File: config.mk
export PLATFORM = sky130hd
export DESIGN_NAME = nth_band_predictor
export DESIGN_NICKNAME = d
export VERILOG_FILES = /design/src/rtl/nth_band_predictor_pkg.sv /design/src/rtl/nth_band_param_latch.sv /design/src/rtl/nth_band_predictor.sv
export SDC_FILE = /design/constraint.sdc
export NUM_CORES = 1
export LEC_CHECK = 0
export ABC_CLOCK_PERIOD_IN_PS = 12900
export BUFFER_PORTS_ARGS = -buffer_cell sky130_fd_sc_hd__buf_2
export CAP_MARGIN = 0
export CORE_AREA = 5 5 161 163
export DETAILED_ROUTE_END_ITERATION = 7
export DIE_AREA = 0 0 166 168
export PLACE_DENSITY = 0.8
export SYNTH_ARGS = -nofsm -noshare
export SYNTH_HDL_FRONTEND = slang
export SYNTH_SLANG_ARGS = --single-unit
export TNS_END_PERCENT = 5
File: constraint.sdc
create_clock -name clk -period 12.9 [get_ports clk]
set_input_delay 0.645 -clock clk [delete_from_list [all_inputs] [get_ports clk]]
set_output_delay 0.645 -clock clk [all_outputs]
set_load 0.03 [all_outputs]
File: src/rtl/nth_band_predictor_pkg.sv
// Shared constants, derived datapath widths and the output saturation helper
// for the LCPLC non-first-band predictor.
package nth_band_predictor_pkg;

  // Alpha is unsigned Q1.(ALPHA_WIDTH-1): one integer bit, the rest fraction.
  function automatic int alpha_frac(input int alpha_width);
    return alpha_width - 1;
  endfunction

  function automatic int diff_width(input int data_width);
    return data_width + 1;
  endfunction

  function automatic int prod_width(input int data_width, input int alpha_width);
    return data_width + alpha_width + 2;
  endfunction

  function automatic int sum_width(input int data_width, input int alpha_width);
    return prod_width(data_width, alpha_width) - alpha_frac(alpha_width) + 1;
  endfunction

  // Clamp to the signed range of a DATA_WIDTH+1 bit two's complement result.
  function automatic logic signed [63:0] saturate(input logic signed [63:0] value,
                                                  input int data_width);
    logic signed [63:0] hi;
    logic signed [63:0] lo;
    hi = (64'sd1 <<< data_width) - 64'sd1;
    lo = -(64'sd1 <<< data_width);
    if (value > hi) return hi;
    if (value < lo) return lo;
    return value;
  endfunction

endpackage

File: src/rtl/nth_band_param_latch.sv
// Holds the per-block {alpha, xmean, xhatmean} set, its full flag and the
// in-block sample counter that decides when the next set may be taken.
module nth_band_param_latch
  import nth_band_predictor_pkg::*;
#(
  parameter int DATA_WIDTH     = 16,
  parameter int ALPHA_WIDTH    = 10,
  parameter int BLOCK_SIZE_LOG = 8
) (
  input  logic                   clk,
  input  logic                   rst,
  input  logic                   sample_accept,
  input  logic                   alpha_valid,
  input  logic [ALPHA_WIDTH-1:0] alpha_data,
  input  logic                   xmean_valid,
  input  logic [DATA_WIDTH-1:0]  xmean_data,
  input  logic                   xhatmean_valid,
  input  logic [DATA_WIDTH-1:0]  xhatmean_data,
  output logic                   alpha_ready,
  output logic                   xmean_ready,
  output logic                   xhatmean_ready,
  output logic                   full,
  output logic [ALPHA_WIDTH-1:0] alpha,
  output logic [DATA_WIDTH-1:0]  xmean,
  output logic [DATA_WIDTH-1:0]  xhatmean
);

  logic [BLOCK_SIZE_LOG-1:0] count;
  logic                      last_sample;
  logic                      param_ready;
  logic                      load;

  assign last_sample = sample_accept && (count == {BLOCK_SIZE_LOG{1'b1}});
  // The next set may load in the very cycle the current block's last sample leaves.
  assign param_ready = rst && (!full || last_sample);
  assign load        = param_ready && alpha_valid && xmean_valid && xhatmean_valid;

  assign alpha_ready    = param_ready;
  assign xmean_ready    = param_ready;
  assign xhatmean_ready = param_ready;

  always_ff @(posedge clk) begin
    if (!rst) begin
      count <= '0;
      full  <= 1'b0;
    end else begin
      if (sample_accept) count <= count + BLOCK_SIZE_LOG'(1);
      if (load) full <= 1'b1;
      else if (last_sample) full <= 1'b0;
    end
  end

  always_ff @(posedge clk) begin
    if (load) begin
      alpha    <= alpha_data;
      xmean    <= xmean_data;
      xhatmean <= xhatmean_data;
    end
  end

endmodule

File: src/rtl/nth_band_predictor.sv
// Inter-band prediction alpha*(xhat - xhatmean) + xmean for one non-first
// LCPLC band, as a three-stage valid/ready pipeline.
module nth_band_predictor
  import nth_band_predictor_pkg::*;
#(
  parameter int DATA_WIDTH     = 16,
  parameter int ALPHA_WIDTH    = 10,
  parameter int BLOCK_SIZE_LOG = 8
) (
  input  logic                   clk,
  input  logic                   rst,
  input  logic                   xhat_valid,
  output logic                   xhat_ready,
  input  logic [DATA_WIDTH-1:0]  xhat_data,
  input  logic                   xmean_valid,
  output logic                   xmean_ready,
  input  logic [DATA_WIDTH-1:0]  xmean_data,
  input  logic                   xhatmean_valid,
  output logic                   xhatmean_ready,
  input  logic [DATA_WIDTH-1:0]  xhatmean_data,
  input  logic                   alpha_valid,
  output logic                   alpha_ready,
  input  logic [ALPHA_WIDTH-1:0] alpha_data,
  output logic                   prediction_valid,
  input  logic                   prediction_ready,
  output logic [DATA_WIDTH:0]    prediction_data
);

  localparam int ALPHA_FRAC = alpha_frac(ALPHA_WIDTH);
  localparam int DIFF_W     = diff_width(DATA_WIDTH);
  localparam int PROD_W     = prod_width(DATA_WIDTH, ALPHA_WIDTH);
  localparam int SUM_W      = sum_width(DATA_WIDTH, ALPHA_WIDTH);

  logic                   full;
  logic                   advance;
  logic                   sample_accept;
  logic [ALPHA_WIDTH-1:0] alpha_held;
  logic [DATA_WIDTH-1:0]  xmean_held;
  logic [DATA_WIDTH-1:0]  xhatmean_held;

  assign advance       = !prediction_valid || prediction_ready;
  assign xhat_ready    = rst && full && advance;
  assign sample_accept = xhat_valid && xhat_ready;

  nth_band_param_latch #(
    .DATA_WIDTH     (DATA_WIDTH),
    .ALPHA_WIDTH    (ALPHA_WIDTH),
    .BLOCK_SIZE_LOG (BLOCK_SIZE_LOG)
  ) u_param_latch (
    .clk            (clk),
    .rst            (rst),
    .sample_accept  (sample_accept),
    .alpha_valid    (alpha_valid),
    .alpha_data     (alpha_data),
    .xmean_valid    (xmean_valid),
    .xmean_data     (xmean_data),
    .xhatmean_valid (xhatmean_valid),
    .xhatmean_data  (xhatmean_data),
    .alpha_ready    (alpha_ready),
    .xmean_ready    (xmean_ready),
    .xhatmean_ready (xhatmean_ready),
    .full           (full),
    .alpha          (alpha_held),
    .xmean          (xmean_held),
    .xhatmean       (xhatmean_held)
  );

  logic signed [DIFF_W-1:0] diff_p0;
  logic signed [DIFF_W-1:0] diff_p1;
  logic [ALPHA_WIDTH-1:0]   alpha_p1;
  logic [DATA_WIDTH-1:0]    xmean_p1;
  logic                     vld_p1;
  logic signed [PROD_W-1:0] prod_p1;
  logic signed [PROD_W-1:0] prod_p2;
  logic [DATA_WIDTH-1:0]    xmean_p2;
  logic                     vld_p2;
  logic signed [SUM_W-1:0]  sum_p2;
  logic [DATA_WIDTH:0]      sat_p2;

  // Stage 1: difference against the reference-band mean, parameters follow the sample.
  assign diff_p0 = $signed({1'b0, xhat_data}) - $signed({1'b0, xhatmean_held});

  // Stage 2: scale by alpha at full precision.
  assign prod_p1 = PROD_W'(diff_p1) * PROD_W'($signed({1'b0, alpha_p1}));

  // Stage 3: floor-shift out the alpha fraction, re-centre on xmean, clamp.
  assign sum_p2 = SUM_W'(prod_p2 >>> ALPHA_FRAC) + SUM_W'($signed({1'b0, xmean_p2}));
  assign sat_p2 = (DATA_WIDTH + 1)'(saturate(64'(sum_p2), DATA_WIDTH));

  always_ff @(posedge clk) begin
    if (!rst) begin
      vld_p1           <= 1'b0;
      vld_p2           <= 1'b0;
      prediction_valid <= 1'b0;
      prediction_data  <= '0;
    end else if (advance) begin
      vld_p1           <= sample_accept;
      vld_p2           <= vld_p1;
      prediction_valid <= vld_p2;
      prediction_data  <= sat_p2;
    end
  end

  always_ff @(posedge clk) begin
    if (advance) begin
      diff_p1  <= diff_p0;
      alpha_p1 <= alpha_held;
      xmean_p1 <= xmean_held;
      prod_p2  <= prod_p1;
      xmean_p2 <= xmean_p1;
    end
  end

endmodule

==> run summary <==
- **post-synth top area cell** edfxtp_1
- **clk_skew** 0.0126 ns
- **leakage dissipation** 6.35 nW
- **register area share after synthesis** 33.9%
- **final weighted congestion in routability-driven placement** 0.878
- **via count** 8,152
- **largest net degree at the start of global routing** 71
- **fraction of registers with async set/reset** 0%
- **Max Fanout on Critical Path** 17
- **clock input transition at the sequential cells of the worst setup and hold paths** 0.08 ns
- **Clk network pwr share** 14.5%
- **starting density of the core** 51.1%
- **combinational share of power** 63.7%
- **Achievable Freq** 0.166 GHz
- **area share of the leading cell type in the synthesized netlist** 29.2%
- **number of buffers inserted during clock tree synthesis** 17
- **Vias per Instance** 5.18
- **part of the power in registers** 21.8%
- **Die Footprint** 27,900 um2
- **number of synthesized flops with an enable pin** 120
- **final critical path time including I/O delays and setup** 6.02 ns
- **routed wirelength normalized by instance count** 15.2 um
- **switching share of total power** 44.3%
- **mean area per synthesized cell** 10.5 um2
- **Final setup viols** 0
- **Peak VDD IR** 0.163 mV
- **post-synthesis compound-gate area fraction** 7.49%
- **ports placed on the boundary** 87
- **placeable core area** 24,200 um2
- **Core Rows** 57
- **number of hold violations in the final report** 0
- **number of detailed-routing iterations run before antenna repair** 5
- **die span in y** 168 um
- **Seq cells post-synth** 149
- **simple-gate portion of the synthesized area** 12.5%
- **Sw Pwr** 1.55 mW
- **synthesized area** 12,300 um2
- **number of inserted diodes** 0
- **first-pass GRT wire length** 41,100 um
- **post-cts hold buffer count** 0
- **DRC marker count from the first detailed-route iteration** 622
- **antenna-violating nets left** 0
- **Crit Path Class** flop to flop
- **Post-Syn Nets** 1,484
- **RSZ-0062 raised after global routing** no
- **total overflow reported by the global router** 0
- **most repeated library cell on the critical path** fa_1
- **most used flip-flop cell after synthesis** edfxtp_1
- **class of the worst hold path** input pin to flop
- **maximum capacitance violations** 0
- **GR Util All Layers** 17.9%
- **Die Wd** 166 um
- **highest-count cells in the layout ignoring fill and taps** 223 x inv_1, 154 x fa_1, 141 x nand2_1
- **adder-cell share of the synthesized area** 34.4%
- **max-slew violation count** 0
- **area overhead of the layout relative to synthesis** 10.4%
- **post-synth cell types** 53
- **clock latency on the worst-skew pair** 0.43 ns
- **Pwr Density** 256 nW/um2
- **slowest cell on the critical path** edfxtp_1
- **IO Port Bufs** 86
- **end-of-flow core utilization** 56.4%
- **run status** finished, final reports clean
- **Final nets** 1,550
- **number of global-route vias before repair** 8,595
- **WP data required** 13.06 ns
- **cells taking the most area after synthesis** edfxtp_1 29%, fa_1 25%, ha_1 9.4%, inv_1 6.8%, dfxtp_1 4.7%
- **Cell Chain, Critical Path** and2_1, fa_1, inv_1, fa_1, inv_1, fa_1, fa_1, inv_1, fa_1, inv_1, ha_1, o211ai_1, nand2_1, nor4bb_1, nand3b_1, and3b_1, o2111ai_1, nand2_1, o41ai_1, xnor2_1
- **TritonCTS sink count** 149
- **design internal power** 1.94 mW
- **critical path arrival** 6.19 ns
- **final worst-path cycle share** 46.7%
- **post-detail-place hpwl** 18,300 um
- **buffers inserted during post-CTS setup optimization** 0
- **main combinational cell family by area after synthesis** adder cells
- **number of warnings printed during yosys synthesis** 0
- **leading cell type in the layout, fill and taps excluded** inv_1
- **worst slew margin relative to its limit** 41.8%
- **post-synthesis xor/xnor area fraction** 3.48%
- **portion of netlist area occupied by mux cells** 0%
- **antenna violations before repair** 0
- **Final TNS setup** 0 ns
- **delay-heaviest family, CP** adder cells
- **Crit. End Element** flop
- **number of fill cells in the layout** 2,001
- **delay of the slowest cell on the worst path** 0.64 ns
- **Worst-Margin Slew** 0.873 ns
- **number of DRC violations after detailed routing** 0
- **clock tree root driver cell** clkbuf_16
- **CTS resizes** 0
- **buffers and inverters on the worst path** 4
- **clock tree from TritonCTS** built
- **H-Tree Depth** 4
- **Routed WL** 23,900 um
- **synthesized instance count** 1,172
- **fraction of final layout cells with drive strength greater than 1** 10.5%
- **worst-case clock buffer depth** 2
- **Setup crit start kind** flop
## metal layers
| metal | GRT usage, % | vias to the layer above | wire (um) |
|---|---|---|---|
| li1 | - | 3874 | - |
| met1 | 24.3 | 3989 | 10500 |
| met2 | 29.8 | 259 | 11300 |
| met3 | 3.70 | 30 | 1690 |
| met4 | 4.70 | 0 | 384 |
| met5 | 0 | - | 0 |
## layout make-up
type                    instances  area (um2)  area share [%]
clock buffers                  17         425            3.12
clock inverters                15         178            1.30
inverters                     224         842            6.18
multi-input cells             758        7150            52.5
flip-flops and latches        149        4180            30.7
well taps                     324         405            2.97
repair buffers                 88         445            3.27
## cells by family after synthesis
group | after synthesis
adder cells (fa/ha/maj) | 247
XOR/XNOR | 49
flip-flops | 149
buffers and inverters | 265
AND/OR/NAND/NOR | 319
AO/OA/AOI/OAI | 143
## path summary, 6_finish.rpt
kind,startpoint,to,slack [ns],cells past startpoint
min reg2reg,xmean_p1[11]$_DFFE_PN_,xmean_p2[11]$_DFFE_PN_,0.41,0
max reg2reg,alpha_p1[7]$_DFFE_PN_,prod_p2[27]$_DFFE_PN_,6.88,20
max,alpha_p1[7]$_DFFE_PN_,prod_p2[27]$_DFFE_PN_,6.88,20
min,xhatmean_data[2],u_param_latch.xhatmean[2]$_DFFE_PP_,0.38,1
## per-stage QoR
| step | area [um2] | hold WS, ns | setup slack [ns] | std cells | power (mW) |
|---|---|---|---|---|---|
| finish | 13600 | 0.382 | 6.88 | 1575 | 3.49 |
| global route | 13600 | 0.362 | 6.47 | 1575 | 3.87 |
| global placement | 13000 | 0.403 | 7.03 | 1543 | 2.87 |
| floorplan | 12300 | 0.400 | 7.23 | 1172 | 2.52 |
| CTS | 13600 | 0.363 | 6.89 | 1575 | 3.52 |
| detailed placement | 13000 | 0.405 | 6.89 | 1543 | 2.98 |
## synth_stat cells (all sizes together) (9+ instances only)
library cell / count
dfxtp: 29
and2: 83
nor2: 35
o21a: 11
inv: 224
a21oi: 40
clkbuf: 36
a21boi: 10
o21ai: 41
ha: 93
fa: 154
edfxtp: 120
and3: 9
xnor2: 40
nand2: 141
nor3: 12
xor2: 9
## registers in the layout, summed over array words and instances (netlist names)
signal                  cells
prediction_data            17
u_param_latch.alpha        10
u_param_latch.count         8
prediction_valid            1
diff_p1                    17
vld_p2                      1
u_param_latch.xmean        16
xmean_p1                   16
alpha_p1                   10
u_param_latch.full          1
xmean_p2                   16
prod_p2                    19
u_param_latch.xhatmean     16
vld_p1                      1
## power groups by stage
stage	logic [mW]	clock network, mW	registers, mW
after floorplan	1.73	0	0.791
after global placement	2.10	0	0.768
after detailed placement	2.21	0	0.771
after CTS	2.24	0.517	0.761
after global routing	2.56	0.537	0.769
final	2.22	0.506	0.762
Note: power is estimated with default switching activity, not from simulation.
